`config.mk`:
```
export PLATFORM = sky130hd
export DESIGN_NAME = bcd_converter_flat
export DESIGN_NICKNAME = d
export VERILOG_FILES = /design/src/rtl/bcd_converter_if.sv /design/src/rtl/bcd_converter.sv /design/src/flat_wrapper.sv
export SDC_FILE = /design/constraint.sdc
export NUM_CORES = 1
export LEC_CHECK = 0
export CORE_ASPECT_RATIO = 0.8
export CORE_MARGIN = 4
export CORE_UTILIZATION = 40
export DETAILED_ROUTE_END_ITERATION = 7
export GPL_ROUTABILITY_DRIVEN = 0
export PLACE_DENSITY = 0.69
export SLEW_MARGIN = 30
export SYNTH_ARGS = -nofsm -noshare
export SYNTH_HDL_FRONTEND = slang
export SYNTH_SLANG_ARGS = --single-unit
```
`constraint.sdc`:
```
create_clock -name i_SYS_CLOCK -period 2.2 [get_ports i_SYS_CLOCK]
set_input_delay 0.33 -clock i_SYS_CLOCK [delete_from_list [all_inputs] [get_ports i_SYS_CLOCK]]
set_output_delay 0.33 -clock i_SYS_CLOCK [all_outputs]
set_load 0.005 [all_outputs]
```
`src/rtl/bcd_converter_if.sv`:
```
// -----------------------------------------------------------------------------
// bcd_converter_if
// Groups the CPU-side request signals and the display-side result signals of
// the binary-to-BCD converter.
//   i_BUS      : unsigned binary operand (DATA_WIDTH bits)
//   i_START    : conversion request
//   o_BUSY     : conversion in progress
//   o_DONE     : one-cycle result strobe
//   o_BCD      : six packed BCD digits, [3:0] = ones digit
//   o_OVERFLOW : last operand exceeded 999999
// Modports: master = requester / observer, slave = converter.
// -----------------------------------------------------------------------------
interface bcd_converter_if #(
    parameter int DATA_WIDTH = 8
);
    logic [DATA_WIDTH-1:0] i_BUS;
    logic                  i_START;
    logic                  o_BUSY;
    logic                  o_DONE;
    logic [23:0]           o_BCD;
    logic                  o_OVERFLOW;

    modport master (
        output i_BUS,
        output i_START,
        input  o_BUSY,
        input  o_DONE,
        input  o_BCD,
        input  o_OVERFLOW
    );

    modport slave (
        input  i_BUS,
        input  i_START,
        output o_BUSY,
        output o_DONE,
        output o_BCD,
        output o_OVERFLOW
    );
endinterface

```
`src/rtl/bcd_converter.sv`:
```
// -----------------------------------------------------------------------------
// bcd_converter
// Sequential binary-to-BCD converter (shift-and-add-3), one bit per clock,
// 20 iterations per conversion. Operands above 999999 saturate to 999999
// and raise the overflow flag.
// Ports:
//   i_SYS_CLOCK : system clock, rising edge
//   i_CLEAR_n   : asynchronous active-low reset
//   bus         : bcd_converter_if.slave (i_BUS, i_START, o_BUSY, o_DONE,
//                 o_BCD, o_OVERFLOW)
// -----------------------------------------------------------------------------
module bcd_converter #(
    parameter int DATA_WIDTH = 8
) (
    input  logic                  i_SYS_CLOCK,
    input  logic                  i_CLEAR_n,
    bcd_converter_if.slave        bus
);

    typedef enum logic [1:0] {
        ST_IDLE  = 2'd0,
        ST_SHIFT = 2'd1,
        ST_DONE  = 2'd2
    } state_t;

    state_t      state_q,     state_d;
    logic [4:0]  cnt_q,       cnt_d;
    logic [23:0] scratch_q,   scratch_d;
    logic [19:0] shift_q,     shift_d;
    logic        ovf_flag_q,  ovf_flag_d;
    logic [23:0] bcd_q,       bcd_d;
    logic        ovf_q,       ovf_d;

    logic [DATA_WIDTH-1:0] bus_s;
    logic [31:0]           operand_s;
    logic [23:0]           adj_s;

    // Add 3 to every nibble that is 5 or more, all six in parallel
    function automatic logic [23:0] dabble_adjust(input logic [23:0] s);
        logic [23:0] r;
        logic [3:0]  nib;
        r = 24'd0;
        for (int i = 0; i < 6; i++) begin
            nib = s[4*i +: 4];
            if (nib >= 4'd5) begin
                r[4*i +: 4] = nib + 4'd3;
            end else begin
                r[4*i +: 4] = nib;
            end
        end
        return r;
    endfunction

    assign bus_s     = bus.i_BUS;
    assign operand_s = 32'(bus_s);
    assign adj_s     = dabble_adjust(scratch_q);

    // Next-state and datapath decode for the IDLE/SHIFT/DONE sequencer
    always_comb begin
        state_d    = state_q;
        cnt_d      = cnt_q;
        scratch_d  = scratch_q;
        shift_d    = shift_q;
        ovf_flag_d = ovf_flag_q;
        bcd_d      = bcd_q;
        ovf_d      = ovf_q;
        case (state_q)
            ST_IDLE: begin
                if (bus.i_START) begin
                    scratch_d  = 24'd0;
                    shift_d    = operand_s[19:0];
                    ovf_flag_d = (operand_s > 32'd999999);
                    cnt_d      = 5'd0;
                    state_d    = ST_SHIFT;
                end else begin
                    state_d    = ST_IDLE;
                end
            end
            ST_SHIFT: begin
                // Scratch bit 23 is dropped: in-range values never reach it,
                // and out-of-range values are replaced by the saturated result.
                {scratch_d, shift_d} = {adj_s[22:0], shift_q, 1'b0};
                cnt_d = cnt_q + 5'd1;
                if (cnt_q == 5'd19) begin
                    if (ovf_flag_q) begin
                        bcd_d = 24'h999999;
                    end else begin
                        bcd_d = {adj_s[22:0], shift_q[19]};
                    end
                    ovf_d   = ovf_flag_q;
                    state_d = ST_DONE;
                end else begin
                    state_d = ST_SHIFT;
                end
            end
            ST_DONE: begin
                state_d = ST_IDLE;
            end
            default: begin
                state_d = ST_IDLE;
            end
        endcase
    end

    // State and datapath registers, cleared asynchronously
    always_ff @(posedge i_SYS_CLOCK or negedge i_CLEAR_n) begin
        if (!i_CLEAR_n) begin
            state_q    <= ST_IDLE;
            cnt_q      <= 5'd0;
            scratch_q  <= 24'd0;
            shift_q    <= 20'd0;
            ovf_flag_q <= 1'b0;
            bcd_q      <= 24'd0;
            ovf_q      <= 1'b0;
        end else begin
            state_q    <= state_d;
            cnt_q      <= cnt_d;
            scratch_q  <= scratch_d;
            shift_q    <= shift_d;
            ovf_flag_q <= ovf_flag_d;
            bcd_q      <= bcd_d;
            ovf_q      <= ovf_d;
        end
    end

    assign bus.o_BUSY     = (state_q == ST_SHIFT);
    assign bus.o_DONE     = (state_q == ST_DONE);
    assign bus.o_BCD      = bcd_q;
    assign bus.o_OVERFLOW = ovf_q;

endmodule

```
`src/flat_wrapper.sv`:
```
// flat-port wrapper written by rule: the top's interface ports become plain ports
module bcd_converter_flat 
#(
    parameter int DATA_WIDTH = 8
)
  (i_SYS_CLOCK, i_CLEAR_n, bus_i_BUS, bus_i_START, bus_o_BUSY, bus_o_DONE, bus_o_BCD, bus_o_OVERFLOW);
  bcd_converter_if #(.DATA_WIDTH(DATA_WIDTH)) bus_i ();
  input  logic i_SYS_CLOCK;
  input  logic i_CLEAR_n;
  input wire logic [$bits(bus_i.i_BUS)-1:0] bus_i_BUS;
  input wire logic [$bits(bus_i.i_START)-1:0] bus_i_START;
  output wire logic [$bits(bus_i.o_BUSY)-1:0] bus_o_BUSY;
  output wire logic [$bits(bus_i.o_DONE)-1:0] bus_o_DONE;
  output wire logic [$bits(bus_i.o_BCD)-1:0] bus_o_BCD;
  output wire logic [$bits(bus_i.o_OVERFLOW)-1:0] bus_o_OVERFLOW;
  assign bus_i.i_BUS = bus_i_BUS;
  assign bus_i.i_START = bus_i_START;
  assign bus_o_BUSY = bus_i.o_BUSY;
  assign bus_o_DONE = bus_i.o_DONE;
  assign bus_o_BCD = bus_i.o_BCD;
  assign bus_o_OVERFLOW = bus_i.o_OVERFLOW;
  bcd_converter #(.DATA_WIDTH(DATA_WIDTH)) u_core (.i_SYS_CLOCK(i_SYS_CLOCK), .i_CLEAR_n(i_CLEAR_n), .bus(bus_i));
endmodule
```
==> impl_metrics.csv <==
group,metric,value,unit
clock_tree,clock_sinks,75,
layout,register_area,0.00188,sq mm
floorplanning,io_pins,38,
pwr,intPower,4.12,mW
synth,synth_edf_count,0,
layout,fin_util,49.7,%
sta,rsz0062_at_grt,"false",
pwr,p_clk_share,20.5,%
sta,final-hold-violation-count,0,
setup_path,cp-end-kind,"output pin",
drt,routed_via_density,5.18,
floorplanning,rows,30,
floorplanning,die_y,91.6,um
layout,drive_gt1_share,12.4,%
sta,max_freq,483,MHz
floorplanning,dieArea,0.0103,sq mm
placed_design,dp_hpwl,4.76,mm
floorplanning,core_area,0.00848,sq mm
synth,yosysWarnings,0,
clock_tree,cts_max_level,3,
layout,layout.nets,390,
clock_tree,cts_buffer_depth,2,
status,status,"complete, no violations",
sta,finalClockSkew,0.00915,ns
sta,fin_setup_tns,0,ns
hold_path,whs_endpoint,"u_core.bus.o_BCD[13]",
global_route,grt.overflow.total,0,
synth,yosysSeqAreaShare,53.7,%
pwr,leakagePower,1.83,nW
pwr,combPwrFrac,40.6,%
synth,syn_nets,352,
floorplanning,initial_utilization,41.2,%
drt,post_drt_wl_per_cell,14.7,um
setup_path,crit_chain,"nand2b_4 > inv_6 > clkdlybuf4s50_1",
placed_design,pre_cts_ws,0.371,ns
pwr,p_sw_share,35.7,%
hold_path,hold-path-cell-count,2,
drt,drtAntennaViolNets,0,
clock_tree,post_cts_buffers,0,
clock_tree,cts_tree,"built",
synth,synth_cell_types,36,
clock_tree,cts-buffers-inserted,9,
setup_path,reg2reg_from,"u_core.cnt_q[0]",
clock_tree,cts_root_buf,"clkbuf_8",
floorplanning,die_w,113,um
layout,multi_input_area,0.00145,sq mm
setup_path,crit_type,"reg2out",
setup_path,cp-start-kind,"flop",
global_route,antenna_found_initial,0,
setup_path,crit_path_max_fanout,16,
pwr,seqPwrFrac,39.0,%
placed_design,port_buffers,36,
layout,n_fill_cell,793,
run,maxCapViolations,0,
sta,fin_crit,2.07,ns
global_route,gr-usage-all-layers,14.9,%
pwr,irDropWorstVdd,0.693,mV
setup_path,r2r-end,"u_core.bus.o_BCD[1]",
setup_path,slowest_delay,0.53,ns
clock_tree,clk_latency,0.35,ns
sta,setup_slack,0.128,ns
setup_path,required,1.87,ns
global_route,grt_max_degree,37,
pwr,power_density,1520,mW/mm^2
pwr,total_power,6.41,mW
drt,drtPass1Iterations,4,
sta,setup_viol,0,
sta,fin_crit_sh,94.2,%
synth,syn_area_per_cell,10.7,sq um
setup_path,r2r_slack,0.37,ns
setup_path,slowest_stage,"clkdlybuf4s50_1",
global_route,grt_first_pass_wirelength,12.4,mm
sta,worstMarginPinSlew,0.537,ns
sta,slew_headroom,64.2,%
layout,insertedDiodeCount,0,
setup_path,cp.arrival,1.74,ns
hold_path,hold_class,"reg2reg",
setup_path,reg2reg_depth,5,
drt,post-route-drc-count,0,
placed_design,place_area,0.00395,sq mm
clock_tree,clk_pin_slew_worst_paths,0.08,ns
sta,slew_violations,0,
layout,final_cell_area,0.00421,sq mm
global_route,grt_pass1_vias,2499,
synth,ys_ff_latch,75,
hold_path,hp-start,"u_core.bus.o_BCD[13]",
drt,routed_wl,7.11,mm
drt,drt_iter0_drc,108,
synth,synthFlopType,"dfrtp_1",
synth,synth_cells,328,
layout,area_growth,20.5,%
pwr,switchingPower,2.29,mW
synth,netlist_area,0.00350,sq mm
synth,async_flop_share,100,%
drt,vias,2496,
layout by cell type (no fill, tap or decap):
cell type	netlist	routed
nand2b_4	1	1
nor2_1	1	1
bufinv_16	0	3
or3b_2	6	6
xnor2_1	6	6
o21ai_1	2	2
nor3_1	6	6
a22oi_1	7	7
o21bai_2	0	1
conb_1	1	1
nor3b_1	5	5
mux2_2	8	8
and4bb_1	1	1
buf_4	2	7
clkdlybuf4s50_1	0	35
nand3_1	1	1
mux2_4	3	3
nand2_8	1	1
inv_1	13	13
inv_6	1	1
nand4_1	2	2
nor2b_1	8	8
dfrtp_1	75	75
dlygate4sd3_1	0	1
buf_2	9	1
ha_1	13	13
clkbuf_8	0	11
a31oi_1	6	6
inv_2	1	1
nand2_1	36	36
a22o_1	18	18
a21oi_1	25	25
clkinvlp_4	0	1
buf_12	0	1
mux2i_1	1	1
o21ai_0	53	53
and2b_1	1	1
nand2b_1	7	7
synth_stat cells (2+ instances only):
cell	number	area share [%]
a21oi_1	25	3.6
a22o_1	18	4.5
a22oi_1	7	1.5
a31oi_1	6	1.1
buf_2	9	1.3
buf_4	2	0.43
buf_6	2	0.64
clkbuf_1	3	0.32
dfrtp_1	75	54
ha_1	13	4.7
inv_1	13	1.4
mux2_2	8	2.6
mux2_4	3	1.3
nand2_1	36	3.9
nand2b_1	7	1.3
nand4_1	2	0.36
nor2b_1	8	1.4
nor3_1	6	0.86
nor3b_1	5	1.1
o21ai_0	53	7.6
o21ai_1	2	0.29
or3b_2	6	1.5
xnor2_1	6	1.5
power groups by stage:
stage                     Combinational (mW)  Sequential, mW  Clock, mW
after floorplan                         1.82            2.37          0
after global placement                  2.54            2.50          0
after detailed placement                2.63            2.51          0
after CTS                               2.65            2.49       1.35
after global routing                    2.98            2.60       1.40
final                                   2.60            2.50       1.31
logic make-up after synthesis:
family | count (synthesis) | synth area share (%)
AOI/OAI and AO/OA | 112 | 18.8
and+or+nand+nor | 76 | 12.1
DFF | 75 | 53.7
buffers and inverters | 33 | 5.01
adders and majority gates | 13 | 4.65
muxes | 12 | 4.15
xor gates and xnor gates | 6 | 1.50
other | 1 | 0.107
worst max-delay path, delay by kind of cell, from the launching register on:
kind | cells | cell delay (ns)
buf+inv | 2 | 0.68
flops | 1 | 0.50
simple gates | 1 | 0.21
repair_timing:
action | in CTS | in global routing
gates resized for setup | 0 | 0
hold buffers | 1 | 0
endpoints found under the hold margin | 18 | 0
layer usage:
| layer | wire [um] | global-route usage (%) |
|---|---|---|
| met5 | 0 | 0 |
| met4 | 76 | 3.60 |
| met3 | 374 | 5.08 |
| met2 | 3170 | 22.3 |
| met1 | 3490 | 21.0 |
worst max path at each step:
stage                           start  cells past startpoint  slack, ns              endpoint
finish              u_core.state_q[1]                      3       0.13            bus_o_BUSY
global route        u_core.state_q[1]                      3       0.04            bus_o_BUSY
CTS                 u_core.state_q[1]                      3       0.10            bus_o_BUSY
detailed placement    u_core.cnt_q[0]                      5       0.37   u_core.bus.o_BCD[1]
global placement          bus_i_START                      5       0.38       u_core.cnt_q[3]
floorplan             u_core.cnt_q[0]                      7       0.59  u_core.bus.o_BCD[21]
registers in the layout, indices dropped and copies added, names as in the netlist:
signal / count
u_core.bus.o_BCD: 24
u_core.state_q: 2
u_core.cnt_q: 5
u_core.shift_q: 20
u_core.scratch_q: 24
through the flow:
step / std cells / hold slack (ns)
6_report: 482 / 0.491
5_1_grt: 482 / 0.516
4_1_cts: 482 / 0.488
3_5_place_dp: 466 / 0.333
3_3_place_gp: 466 / 0.323
2_1_floorplan: 328 / 0.0344
layout make-up:
cell class,instances,area share (%)
Multi-Input combinational cell,220,34.4
Clock buffer,11,3.59
Tap cell,112,3.33
Sequential cell,75,44.6
Clock inverter,4,2.32
Inverter,15,1.46
Timing Repair Buffer,45,10.4
Note: power is estimated with default switching activity, not from simulation.
